## config.mk

```make
export PLATFORM = sky130hd
export DESIGN_NAME = aes_result_serializer_flat
export DESIGN_NICKNAME = d
export VERILOG_FILES = /design/src/rtl/aes_result_serializer_pkg.sv /design/src/rtl/aes_result_serializer_if.sv /design/src/rtl/aes_result_serializer_stable_detect.sv /design/src/rtl/aes_result_serializer.sv /design/src/flat_wrapper.sv
export SDC_FILE = /design/constraint.sdc
export NUM_CORES = 1
export LEC_CHECK = 0
export BUFFER_PORTS_ARGS = -buffer_cell sky130_fd_sc_hd__buf_2
export CAP_MARGIN = 20
export CORE_MARGIN = 5
export CORE_UTILIZATION = 63
export CTS_BUF_LIST = sky130_fd_sc_hd__clkbuf_4 sky130_fd_sc_hd__clkbuf_8
export DETAILED_ROUTE_END_ITERATION = 10
export PLACE_DENSITY = 0.88
export SLEW_MARGIN = 20
export SYNTH_ARGS = -nofsm -noshare
export SYNTH_HDL_FRONTEND = slang
export SYNTH_SLANG_ARGS = --single-unit
```

## constraint.sdc

```tcl
create_clock -name clk -period 4.8 [get_ports clk]
set_clock_uncertainty 0.15 [all_clocks]
set_input_delay 0 -clock clk [delete_from_list [all_inputs] [get_ports clk]]
set_output_delay 0 -clock clk [all_outputs]
set_load 0.005 [all_outputs]
```

## src/rtl/aes_result_serializer_pkg.sv

```systemverilog
// Shared definitions for the AES result serializer.
//   state_t      : framing FSM states
//   FRAME_LEN    : bytes per result frame (header + 16 ct + 16 dt + status)
//   MATCH_BIT    : status byte bit carrying the match flag
//   TIMEOUT_BIT  : status byte bit carrying the timeout flag
//   msb_byte     : byte idx of a 128-bit word, counting from [127:120]
//   status_byte  : assembles the trailing status byte
package aes_result_pkg;

  typedef enum logic [2:0] {
    S_WAIT = 3'd0,
    S_HDR  = 3'd1,
    S_CT   = 3'd2,
    S_DT   = 3'd3,
    S_STAT = 3'd4,
    S_DONE = 3'd5
  } state_t;

  localparam int unsigned FRAME_LEN   = 34;
  localparam int unsigned MATCH_BIT   = 0;
  localparam int unsigned TIMEOUT_BIT = 1;

  function automatic logic [7:0] msb_byte(input logic [127:0] v, input logic [3:0] idx);
    logic [127:0] sh;
    sh = v << {idx, 3'b000};
    return sh[127:120];
  endfunction

  function automatic logic [7:0] status_byte(input logic m, input logic t);
    logic [7:0] b;
    b              = '0;
    b[MATCH_BIT]   = m;
    b[TIMEOUT_BIT] = t;
    return b;
  endfunction

endpackage

```

## src/rtl/aes_result_serializer_if.sv

```systemverilog
// Byte-stream valid/ready channel towards the UART TX / debug sink.
//   tx_data  : frame byte (master -> slave)
//   tx_valid : tx_data valid (master -> slave)
//   tx_ready : sink accepts the byte (slave -> master)
interface aes_result_serializer_if;
  logic [7:0] tx_data;
  logic       tx_valid;
  logic       tx_ready;

  modport master (output tx_data, output tx_valid, input tx_ready);
  modport slave  (input tx_data, input tx_valid, output tx_ready);
endinterface

```

## src/rtl/aes_result_serializer_stable_detect.sv

```systemverilog
// Decides when the decrypt output may be captured.
//   clk, rst_n     : clock, async active-low reset
//   i_clr          : synchronous clear of all history/counters (rearm)
//   i_en           : high while the framer waits for a result
//   i_dt           : decrypt result being watched
//   o_cap_pulse    : one-cycle capture strobe (stable or timed out)
//   o_cap_timeout  : qualifies o_cap_pulse as a forced (timeout) capture
module aes_stable_detect #(
  parameter int unsigned STABLE_CYCLES = 4,
  parameter logic [15:0] WAIT_MAX      = 16'd5000
) (
  input  logic         clk,
  input  logic         rst_n,
  input  logic         i_clr,
  input  logic         i_en,
  input  logic [127:0] i_dt,
  output logic         o_cap_pulse,
  output logic         o_cap_timeout
);

  localparam logic [7:0]  STAB_SAT  = 8'(STABLE_CYCLES);
  localparam logic [7:0]  STAB_LAST = 8'(STABLE_CYCLES - 1);
  localparam logic [15:0] WAIT_LAST = WAIT_MAX - 16'd1;

  logic [127:0] r_prev_dt;
  logic [7:0]   r_stab_cnt;
  logic [15:0]  r_wait_cnt;
  logic         w_stable;
  logic         w_norm;
  logic         w_force;

  assign w_stable = (i_dt != '0) && (i_dt == r_prev_dt);
  assign w_norm   = i_en && w_stable && (r_stab_cnt == STAB_LAST);
  // A stable capture takes priority over a timeout landing on the same cycle.
  assign w_force  = i_en && (r_wait_cnt == WAIT_LAST) && !w_norm;

  assign o_cap_pulse   = w_norm || w_force;
  assign o_cap_timeout = w_force;

  always_ff @(posedge clk or negedge rst_n) begin
    if (!rst_n) begin
      r_prev_dt  <= '0;
      r_stab_cnt <= '0;
      r_wait_cnt <= '0;
    end else if (i_clr) begin
      r_prev_dt  <= '0;
      r_stab_cnt <= '0;
      r_wait_cnt <= '0;
    end else if (i_en) begin
      r_prev_dt  <= i_dt;
      r_wait_cnt <= r_wait_cnt + 16'd1;
      if (!w_stable)
        r_stab_cnt <= '0;
      else if (r_stab_cnt != STAB_SAT)
        r_stab_cnt <= r_stab_cnt + 8'd1;
    end
  end

endmodule

```

## src/rtl/aes_result_serializer.sv

```systemverilog
// Captures the AES encrypt/decrypt results, checks the decrypt result
// against the plaintext and streams a 34-byte result frame:
//   A5 | ct[127:120]..ct[7:0] | dt[127:120]..dt[7:0] | {6'b0,timeout,match}
//   clk, rst_n      : clock, async active-low reset
//   ciphertext      : encrypt result
//   decrypted_text  : decrypt result (watched for stability)
//   plaintext       : reference for the match check
//   rearm           : pulse in the done state to start a new capture
//   tx              : valid/ready byte channel (master side)
//   done            : frame fully sent, held until rearm/reset
//   match           : captured decrypt equals captured plaintext
//   timeout         : capture was forced by the wait limit
module aes_result_serializer
  import aes_result_pkg::*;
#(
  parameter int unsigned STABLE_CYCLES = 4,
  parameter logic [15:0] WAIT_MAX      = 16'd5000,
  parameter logic [7:0]  HDR_BYTE      = 8'hA5
) (
  input  logic                      clk,
  input  logic                      rst_n,
  input  logic [127:0]              ciphertext,
  input  logic [127:0]              decrypted_text,
  input  logic [127:0]              plaintext,
  input  logic                      rearm,
  aes_result_serializer_if.master   tx,
  output logic                      done,
  output logic                      match,
  output logic                      timeout
);

  // Bytes per captured block: frame minus header and status, split in two.
  localparam int unsigned BLOCK_BYTES = (FRAME_LEN - 2) / 2;
  localparam logic [3:0]  LAST_IDX    = 4'(BLOCK_BYTES - 1);

  state_t       r_state;
  state_t       w_next;
  logic [3:0]   r_idx;
  logic [127:0] r_ct;
  logic [127:0] r_dt;
  logic         r_match;
  logic         r_timeout;
  logic         w_cap;
  logic         w_cap_to;
  logic         w_xfer;
  logic         w_rearm;
  logic         w_in_wait;

  assign w_in_wait = (r_state == S_WAIT);
  assign w_rearm   = rearm && (r_state == S_DONE);
  assign w_xfer    = tx.tx_valid && tx.tx_ready;

  aes_stable_detect #(
    .STABLE_CYCLES (STABLE_CYCLES),
    .WAIT_MAX      (WAIT_MAX)
  ) u_stable_detect (
    .clk           (clk),
    .rst_n         (rst_n),
    .i_clr         (w_rearm),
    .i_en          (w_in_wait),
    .i_dt          (decrypted_text),
    .o_cap_pulse   (w_cap),
    .o_cap_timeout (w_cap_to)
  );

  always_ff @(posedge clk or negedge rst_n) begin
    if (!rst_n) r_state <= S_WAIT;
    else        r_state <= w_next;
  end

  // tx_data/tx_valid are decoded from registered state only, so they hold
  // steady during a stall and drop to zero the instant reset asserts.
  always_comb begin
    w_next      = r_state;
    tx.tx_valid = 1'b0;
    tx.tx_data  = '0;
    done        = 1'b0;
    case (r_state)
      S_WAIT: if (w_cap) w_next = S_HDR;
      S_HDR: begin
        tx.tx_valid = 1'b1;
        tx.tx_data  = HDR_BYTE;
        if (w_xfer) w_next = S_CT;
      end
      S_CT: begin
        tx.tx_valid = 1'b1;
        tx.tx_data  = msb_byte(r_ct, r_idx);
        if (w_xfer && r_idx == LAST_IDX) w_next = S_DT;
      end
      S_DT: begin
        tx.tx_valid = 1'b1;
        tx.tx_data  = msb_byte(r_dt, r_idx);
        if (w_xfer && r_idx == LAST_IDX) w_next = S_STAT;
      end
      S_STAT: begin
        tx.tx_valid = 1'b1;
        tx.tx_data  = status_byte(r_match, r_timeout);
        if (w_xfer) w_next = S_DONE;
      end
      S_DONE: begin
        done = 1'b1;
        if (rearm) w_next = S_WAIT;
      end
      default: w_next = S_WAIT;
    endcase
  end

  always_ff @(posedge clk or negedge rst_n) begin
    if (!rst_n) begin
      r_idx     <= '0;
      r_ct      <= '0;
      r_dt      <= '0;
      r_match   <= 1'b0;
      r_timeout <= 1'b0;
    end else begin
      if (w_in_wait && w_cap) begin
        r_ct      <= ciphertext;
        r_dt      <= decrypted_text;
        r_match   <= (decrypted_text == plaintext);
        r_timeout <= w_cap_to;
        r_idx     <= '0;
      end
      // 4-bit index wraps 15->0 naturally on each block boundary.
      if (w_xfer && (r_state == S_CT || r_state == S_DT))
        r_idx <= r_idx + 4'd1;
      if (w_rearm) begin
        r_match   <= 1'b0;
        r_timeout <= 1'b0;
        r_idx     <= '0;
      end
    end
  end

  assign match   = r_match;
  assign timeout = r_timeout;

endmodule

```

## src/flat_wrapper.sv

```systemverilog
// flat-port wrapper written by rule: the top's interface ports become plain ports
module aes_result_serializer_flat import aes_result_pkg::*;
#(
  parameter int unsigned STABLE_CYCLES = 4,
  parameter logic [15:0] WAIT_MAX      = 16'd5000,
  parameter logic [7:0]  HDR_BYTE      = 8'hA5
)
  (clk, rst_n, ciphertext, decrypted_text, plaintext, rearm, done, match, timeout, tx_tx_data, tx_tx_valid, tx_tx_ready);
  aes_result_serializer_if tx_i ();
  input  logic clk;
  input  logic rst_n;
  input  logic [127:0] ciphertext;
  input  logic [127:0] decrypted_text;
  input  logic [127:0] plaintext;
  input  logic rearm;
  output logic done;
  output logic match;
  output logic timeout;
  output wire logic [$bits(tx_i.tx_data)-1:0] tx_tx_data;
  output wire logic [$bits(tx_i.tx_valid)-1:0] tx_tx_valid;
  input wire logic [$bits(tx_i.tx_ready)-1:0] tx_tx_ready;
  assign tx_tx_data = tx_i.tx_data;
  assign tx_tx_valid = tx_i.tx_valid;
  assign tx_i.tx_ready = tx_tx_ready;
  aes_result_serializer #(.STABLE_CYCLES(STABLE_CYCLES), .WAIT_MAX(WAIT_MAX), .HDR_BYTE(HDR_BYTE)) u_core (.clk(clk), .rst_n(rst_n), .ciphertext(ciphertext), .decrypted_text(decrypted_text), .plaintext(plaintext), .rearm(rearm), .tx(tx_i), .done(done), .match(match), .timeout(timeout));
endmodule
```

==> summary.md, run 1 <==
| Metric | Value |
|---|---|
| Synth top area cells | `dfrtp_1 46%, mux2_4 14%, mux4_2 7.9%, xor2_1 4.8%, nand2_1 4.7%` |
| Clk sinks | `417` |
| Failing step | `global routing` |
| Stop err | `[ERROR GRT-0232] Routing congestion too high. Check the congestion heatmap in the GUI.` |
| Max Root-Sink Buffers | `3` |
| Area share of the largest cell type after synthesis | `46.0%` |
| Async S/R FF share, synth | `100%` |
| EDFF count, synth | `0` |
| Port Buffers | `around 400` |
| Post-Syn Instances | `1888` |
| Placement row count | `69` |
| Outcome | `did not finish` |
| Clock root cell | `clkbuf_8` |
| Resized cells post-CTS | `0` |
| Setup WS pre-CTS | `0.939 ns` |
| Global Route Usage Sum | `77.6%` |
| Worst End Pin Type | `output port` |
| Initial core utilization | `a little under two thirds` |
| Synthesized Nets | `2280` |
| CTS buffer count | `71` |
| Syn Area/Cell | `12.0 µm²` |
| Yosys top cell by area | `dfrtp_1` |
| Seq/Total Area, Yosys | `46.0%` |
| Initial antenna violation count | `32` |
| FF+latch count, synth | `417` |
| Placer congestion estimate | `1.07` |
| Top_reg_cell synth | `dfrtp_1` |
| Yosys warns | `0` |
| Die Y | `around 200 µm` |
| Largest net degree at the start of global routing | `112` |
| IO Pins | `400` |
| Syn Std Cell Area | `22700 µm²` |
| DP HPWL | `65100 µm` |
| GRT Residual Overflow | `22` |
| H-tree levels | `3` |
| GR repair worst EP | `tx_tx_data[0]` |
| Die X | `about 200 µm` |
| Cell variety after synth | `50` |
-- stage by stage --
step           std cells  util [%]  area (µm²)
2_1_floorplan       1888         -       22700
3_3_place_gp        2673      70.2       25000
3_5_place_dp        2673      70.2       25000
4_1_cts             3193      85.6       30500
-- layer usage --
metal  GRT overflow  track usage (%)
met1              0             75.2
met2             11             89.8
met3              0             70.0
met4             11             76.1
met5              0             49.5
-- timing repair --
item	4_1_cts
hold buffers	397
buffers inserted	0
endpoints found under the setup margin	0
hold endpoints to repair	545
-- synthesized netlist by cell type, types with 6 or more instances --
master and n:
buf_6 26, nor2_1 37, xnor2_1 120, inv_1 13
buf_1 7, dfrtp_1 417, clkbuf_1 65, a2111oi_0 6
o21ai_0 7, nor2b_1 58, xor2_1 124, nor3_1 13
mux2_4 218, nand2_1 283, nor4_1 96, a21oi_1 138
mux2_2 40, mux4_2 80, nand3_1 18, nand4_1 59
-- logic make-up after synthesis --
kind of cell | count (synthesis) | synth area share, %
and+or+nand+nor | 592 | 12.8
adders and majority gates | 4 | 0.221
xor gates and xnor gates | 244 | 9.42
buffers and inverters | 114 | 2.76
AOI/OAI and AO/OA | 175 | 4.28
muxes | 342 | 24.5
DFF | 417 | 46.0
==> inputs of run 2 (changes only) <==
- CORE_UTILIZATION: 63 -> 40
- CTS_BUF_LIST: sky130_fd_sc_hd__clkbuf_4 sky130_fd_sc_hd__clkbuf_8 -> not set
- PLACE_DENSITY: 0.88 -> not set
- PLACE_DENSITY_LB_ADDON: not set -> 0.15
==> summary.md, run 2 <==
| Metric | Value |
|---|---|
| Crit path time final | `between 4 and 5 ns` |
| Count leader, synth | `dfrtp_1` |
| Leak pwr | `13.6 nW` |
| Residual DRC | `0` |
| Global Route Usage Sum | `between 30% and 40%` |
| Final cell count without fillers | `3370` |
| Syn Std Cell Area | `22700 µm² (unchanged)` |
| TritonCTS clock tree | `yes` |
| Most frequent cells in the layout | `416 x dfrtp_1, 398 x buf_2, 311 x dlygate4sd3_1` |
| Crit. End Element | `output pin` |
| Vias in the first global route | `about 19000` |
| VDD IR max | `0.243 mV` |
| Area after DPL | `25300 µm² (+1.4%)` |
| Worst slew margin | `about 25%` |
| Final Hold Viols | `0` |
| Most frequent cells after synthesis | `417 x dfrtp_1, 283 x nand2_1, 218 x mux2_4` |
| DP HPWL | `73800 µm (+13%)` |
| Yosys top cell by area | `dfrtp_1` |
| Area Overhead vs Synth | `33.4%` |
| RSZ-0062 raised after global routing | `no` |
| Layout cell share with drive strength beyond 1 | `32.8%` |
| Final nets | `approximately 3000` |
| Power density over cell area | `~400 nW/µm²` |
| GRT Residual Overflow | `0` |
| Placer congestion estimate | `0.997 (-6.6%)` |
| Tcrit/Tclk final | `92.8%` |
| Core area | `approximately 56000 µm²` |
| Final instance area | `between 30000 and 40000 µm²` |
| Setup violations, final | `0` |
| Finished Core Util | `53.8%` |
| EDFF count, synth | `0 (unchanged)` |
| Placed Instances | `2966 (+11%)` |
| Biggest regs | `u_core.r_ct x128, u_core.r_dt x128, u_core.u_stable_detect.r_prev_dt x128` |
| Detailed Route WL | `101000 µm` |
| Drt initial violations | `approximately 2200` |
| Die X | `248 µm (+24%)` |
| Post-Syn Instances | `1888 (unchanged)` |
| Fmax | `225 MHz` |
| Setup tns final | `0 ns` |
| Yosys warns | `0 (unchanged)` |
| Synthesized Nets | `2280 (unchanged)` |
| Critical setup path kind | `flip-flop to output pin` |
| Async S/R FF share, synth | `100% (unchanged)` |
| Top_reg_cell synth | `dfrtp_1` |
| Pins Over Slew Limit | `0` |
| Cell variety after synth | `50 (unchanged)` |
| Wirelength per Cell | `about 30 µm` |
| Die Y | `248 µm (+24%)` |
| Most common cell after layout, fill and taps aside | `dfrtp_1` |
| Worst-margin pin slew | `1.13 ns` |
| Initial core utilization | `40.3% (-23 points)` |
| Area share of the largest cell type after synthesis | `46.0% (unchanged)` |
| Worst-path clk slew | `0.06 ns` |
| Clk sinks | `417 (unchanged)` |
| CP Max Fanout | `42` |
| Initial antenna violation count | `4` |
| H-tree levels | `2 (-1)` |
| Seq/Total Area, Yosys | `46.0% (unchanged)` |
| Worst Hold Class | `primary input to flip-flop` |
| Final ANT Viol Nets | `0` |
| First-pass GRT wire length | `around 140000 µm` |
| Max Root-Sink Buffers | `3 (unchanged)` |
| Routed vias/inst | `roughly 5.6` |
| Via count | `18931` |
| Syn Area/Cell | `12.0 µm² (unchanged)` |
| Outcome | `complete, no violations` |
| Largest net degree at the start of global routing | `176` |
| Crit path DAT | `4.30 ns` |
| FF+latch count, synth | `417 (unchanged)` |
| Drt pass-1 iters | `5` |
| Die ar. | `61600 µm²` |
| Max-Cap Viols | `0` |
| Port Buffers | `399 (unchanged)` |
| Synth top area cells | `dfrtp_1 46%, mux2_4 14%, mux4_2 7.9%, xor2_1 4.8%, nand2_1 4.7%` |
| Worst skew pair latency | `just over 0.6 ns` |
| Kind of launch point of the worst setup path | `flip-flop` |
| Clock root cell | `clkbuf_16` |
| Placement row count | `87 (+26%)` |
| CP required | `roughly 4.7 ns` |
| IO Pins | `400 (unchanged)` |
| CTS buffer count | `49 (-31%)` |
| Post-CTS Setup Repair Bufs | `0 (unchanged)` |
## run 2: worst paths after layout
kind	startpoint	endpoint	slack, ns	cells after the start
setup / recovery	u_core.r_state[1]	tx_tx_data[1]	0.35	8
hold / removal	ciphertext[39]	u_core.r_ct[39]	0.02	3
setup reg to reg	u_core.u_stable_detect.r_prev_dt[46]	u_core.r_ct[46]	0.94	8
hold reg to reg	u_core.r_dt[89]	u_core.r_dt[89]	0.35	1
max in group asynchronous	rst_n	u_core.timeout	3.03	4
min in group asynchronous	rst_n	u_core.r_ct[20]	0.43	4
## run 2: routing by layer
metal	track usage (%)	wire, µm	vias up
li1	-	-	8114
met1	44.2	41900	9704
met3	4.50	7140	190
met5	0	0	-
met4	14.9	5570	0
met2	50.9	46500	923
## run 2: per-stage QoR
step,setup slack [ns],hold WS [ns],power (mW)
finish,0.347,0.0157,11.9
CTS,0.327,0.000539,12.0
detailed placement,0.992,-0.0979,7.64
global route,0.160,0.0105,12.4
floorplan,1.61,-0.446,6.23
global placement,0.981,-0.0598,7.60
## run 2: area by class of cell
type / count / area [µm²]
antenna: 1 / 2.50
clock buffer: 66 / 1400
clock inverter: 25 / 369
fill: 4863 / 26000
inverter: 13 / 48.8
multi-input combinational: 1357 / 11600
sequential: 417 / 10400
tap: 756 / 946
timing repair buffer: 735 / 5400
## run 2: cell families (layout without fill, tap and decap cells)
family / count (synthesis) / in the layout / share of synthesized area, %
compound gates: 175 / 175 / 4.28
xor+xnor: 244 / 244 / 9.42
fa+ha+maj: 4 / 4 / 0.221
buf+inv: 114 / 839 / 2.76
flops: 417 / 417 / 46.0
mux: 342 / 342 / 24.5
other cells: 0 / 1 / 0
simple gates: 592 / 592 / 12.8
## run 2: worst max-delay path, stage by stage (launching register included)
cell     delay [ns]
dfrtp_1        0.61
nor2b_1        0.51
nand2_4        0.57
buf_4          0.44
mux4_2         0.32
mux4_2         0.47
mux2_2         0.31
a32o_1         0.28
buf_2          0.15
## run 2: repair_timing
| action | 4_1_cts | 5_1_grt |
|---|---|---|
| hold endpoints to repair | 513 | 0 |
| resized for setup | 0 | 0 |
| hold buffers | 312 | 0 |
## run 2: report_power, final
part           switching [mW]  internal [mW]  leakage, nW
logic                    1.69           1.59         7.88
registers               0.522           4.00         4.87
clock network            1.62           2.49        0.851
total                    3.84           8.09         13.6
(Power assumes the default switching activity.)
==> inputs of run 3 (changes only) <==
- CORE_MARGIN: 5 -> 2
- HOLD_SLACK_MARGIN: not set -> 0.06
- SYNTH_HIERARCHICAL: not set -> 1
==> summary.md, run 3 <==
| Metric | Value |
|---|---|
| Setup WS post-layout | `0.194 ns (-0.153 ns)` |
| Crit path DAT | `4.98 ns (+0.68 ns)` |
| Async S/R FF share, synth | `100% (unchanged)` |
| CTS buffer count | `48 (-2.0%)` |
| Initial core utilization | `40.4% (+0.056 points)` |
| Clock share of power | `33.2% (-1.3 points)` |
| Power after layout | `11.1 mW (-6.6%)` |
| Via count | `18035 (-4.7%)` |
| Kind of launch point of the worst setup path | `flip-flop` |
| Post-Syn Instances | `1728 (-8.5%)` |
| RSZ-0062 raised after global routing | `no` |
| Switching Share | `31.5% (-0.67 points)` |
| Detailed Route WL | `91600 µm (-9.4%)` |
| Syn Std Cell Area | `21700 µm² (-4.4%)` |
| Clk sinks | `417 (unchanged)` |
| Drt pass-1 iters | `5 (unchanged)` |
| Die ar. | `56100 µm² (-8.9%)` |
| Synth top area cells | `dfrtp_1 48%, mux2_2 13%, mux2i_1 6.9%, mux4_2 6.6%, xnor2_1 6.4%` |
| Setup WS pre-CTS | `0.939 ns (-0.0527 ns)` |
| Worst-margin pin slew | `1.13 ns (-0.00129 ns)` |
| Setup violations, final | `0 (unchanged)` |
| Placer congestion estimate | `0.927 (-7.0%)` |
| Outcome | `complete, no violations` |
| Routed vias/inst | `5.59 (-0.51%)` |
| Final Hold Viols | `0 (unchanged)` |
| Power share of the sequential group | `41.8% (+3.8 points)` |
| Most common cell after layout, fill and taps aside | `dfrtp_1` |
| HP Start | `ciphertext[115]` |
| Area Overhead vs Synth | `37.5%` |
| Biggest regs | `u_core/r_ct x128, u_core/r_dt x128, u_core/u_stable_detect/r_prev_dt x128` |
| Residual DRC | `0 (unchanged)` |
| Vias in the first global route | `18742 (-2.2%)` |
| Tcrit/Tclk final | `96.0% (+3.2 points)` |
| Internal power | `7.63 mW (-5.6%)` |
| Drt initial violations | `1810 (-18%)` |
| Cell variety after synth | `56 (+12%)` |
| Largest net degree at the start of global routing | `151 (-14%)` |
| Core area | `53700 µm² (-4.6%)` |
| Count leader, synth | `dfrtp_1` |
| Resized cells post-CTS | `0 (unchanged)` |
| Setup tns final | `0 ns (unchanged)` |
| Power density over cell area | `374 nW/µm² (-5.2%)` |
| Layout cell share with drive strength beyond 1 | `33.3% (+0.48 points)` |
| Setup crit start | `u_core/u_stable_detect/r_prev_dt[96]` |
| Placement row count | `85 (-2.3%)` |
| Worst-path clk slew | `0.06 ns (about the same)` |
| Leak pwr | `13.3 nW (-2.0%)` |
| First-pass GRT wire length | `130000 µm (-7.7%)` |
| Yosys top cell by area | `dfrtp_1` |
| H-tree levels | `2 (unchanged)` |
| Top_reg_cell synth | `dfrtp_1` |
| Fmax | `217 MHz (-3.3%)` |
| Initial antenna violation count | `9 (+5)` |
| Worst skew pair latency | `0.58 ns (-0.03 ns)` |
| Port Buffers | `399 (unchanged)` |
| Finished Core Util | `55.5% (+1.8 points)` |
| DP HPWL | `66500 µm (-9.9%)` |
| Most frequent cells in the layout | `415 x dfrtp_1, 398 x buf_2, 379 x dlygate4sd3_1` |
| Die Y | `237 µm (-4.6%)` |
| VDD IR max | `0.220 mV (-9.7%)` |
| Crit path time final | `4.61 ns (+0.153 ns)` |
| GRT Residual Overflow | `0 (unchanged)` |
| Sw Pwr | `3.51 mW (-8.5%)` |
| EDFF count, synth | `0 (unchanged)` |
| Worst Hold Class | `primary input to flip-flop` |
| Hold WS | `0.0859 ns (+0.0702 ns)` |
| CP required | `5.17 ns (+0.52 ns)` |
| Combinational power share | `25.0% (-2.6 points)` |
| Final nets | `2888 (-2.6%)` |
| Die X | `237 µm (-4.6%)` |
| Pins Over Slew Limit | `0 (unchanged)` |
| Synthesized Nets | `2120 (-7.0%)` |
| Seq/Total Area, Yosys | `48.1% (+2.1 points)` |
| FF+latch count, synth | `417 (unchanged)` |
| TritonCTS clock tree | `yes` |
| Crit. End Element | `flip-flop` |
| Worst slew margin | `24.2% (-0.61 points)` |
| Critical R2R Launch | `u_core/u_stable_detect/r_prev_dt[96]` |
| Most frequent cells after synthesis | `417 x dfrtp_1, 259 x mux2_2, 161 x nor2_1` |
| Yosys warns | `6 (+6)` |
| Max Root-Sink Buffers | `3 (unchanged)` |
| Critical setup path kind | `flip-flop to flip-flop` |
| Final ANT Viol Nets | `0 (unchanged)` |
| Syn Area/Cell | `12.5 µm² (+4.4%)` |
| Clock root cell | `clkbuf_16` |
| Max-Cap Viols | `0 (unchanged)` |
| Global Route Usage Sum | `32.5% (+0.30 points)` |
| IO Pins | `400 (unchanged)` |
| Area share of the largest cell type after synthesis | `48.1% (+2.1 points)` |
| Wirelength per Cell | `28.4 µm (-5.4%)` |
| CP Max Fanout | `12 (-71%)` |
==> run 3: metal layers <==
layer | track usage [%] | routed length, µm | part of all wire (%)
met5 | 0 | 53 | 0.058
met4 | 13.1 | 3880 | 4.2
met3 | 6.85 | 7420 | 8.1
met2 | 51.3 | 42400 | 46
met1 | 43.7 | 37900 | 41
==> run 3: cells by family (layout without fill, tap and decap cells) <==
| family | after synthesis | in the layout | share of synthesized area, % |
|---|---|---|---|
| multiplexers | 472 | 472 | 27.0 |
| flip-flops | 417 | 417 | 48.1 |
| AND/OR/NAND/NOR | 402 | 403 | 9.54 |
| XOR/XNOR | 263 | 263 | 10.6 |
| buffers and inverters | 101 | 899 | 2.33 |
| AO/OA/AOI/OAI | 69 | 69 | 2.15 |
| adder cells (fa/ha/maj) | 4 | 4 | 0.231 |
| other | 0 | 4 | 0 |
==> run 3: repair_timing <==
item                                   CTS  global route
setup buffers                            0             2
setup endpoints to repair                0             1
endpoints found under the hold margin  680             0
hold buffers                           380             0
==> run 3: cell type report <==
type,instances,area (µm²)
Sequential cell,417,10400
Fill cell,4519,23900
Inverter,8,30.0
Antenna cell,4,10.0
Multi-Input combinational cell,1211,10800
Clock inverter,12,141
Timing Repair Buffer,810,6150
Tap cell,696,871
Clock buffer,69,1420
==> run 3: critical path, stage by stage (launching register included) <==
cell and delay, ns:
dfrtp_1 0.39, xnor2_1 0.43, nand4_1 0.35, nor4_1 0.36, nand4_1 0.14, a2111oi_2 0.29
buf_4 0.26, nand3_1 0.11, o41ai_1 0.13, and2_4 0.27, nor2_1 0.07, nor4_1 0.30
dlygate4sd3_1 0.59, a32o_1 0.15, dlygate4sd3_1 0.54
==> run 3: path summary, 6_finish.rpt <==
| kind | depth (start not counted) | slack [ns] | endpoint |
|---|---|---|---|
| max | 14 | 0.19 | u_core/match |
| min | 3 | 0.09 | u_core/r_ct[115] |
| max reg2reg | 14 | 0.19 | u_core/match |
| min reg2reg | 1 | 0.35 | u_core/r_dt[74] |
| max in group asynchronous | 4 | 3.25 | u_core/r_ct[4] |
| min in group asynchronous | 4 | 0.49 | u_core/r_ct[111] |
==> run 3: power by group through the flow <==
| stage | clock network, mW | registers (mW) | logic, mW |
|---|---|---|---|
| after floorplan | 0 | 4.52 | 1.58 |
| after global placement | 0 | 4.66 | 2.44 |
| after detailed placement | 0 | 4.70 | 2.49 |
| after CTS | 3.74 | 4.64 | 2.73 |
| after global routing | 3.89 | 4.73 | 2.99 |
| final | 3.70 | 4.66 | 2.78 |
==> run 3: stage by stage <==
step / area [µm²] / instances
2_1_floorplan: 21700 / 1728
3_3_place_gp: 24400 / 2759
3_5_place_dp: 24400 / 2759
4_1_cts: 29800 / 3220
5_1_grt: 29800 / 3224
6_report: 29800 / 3227
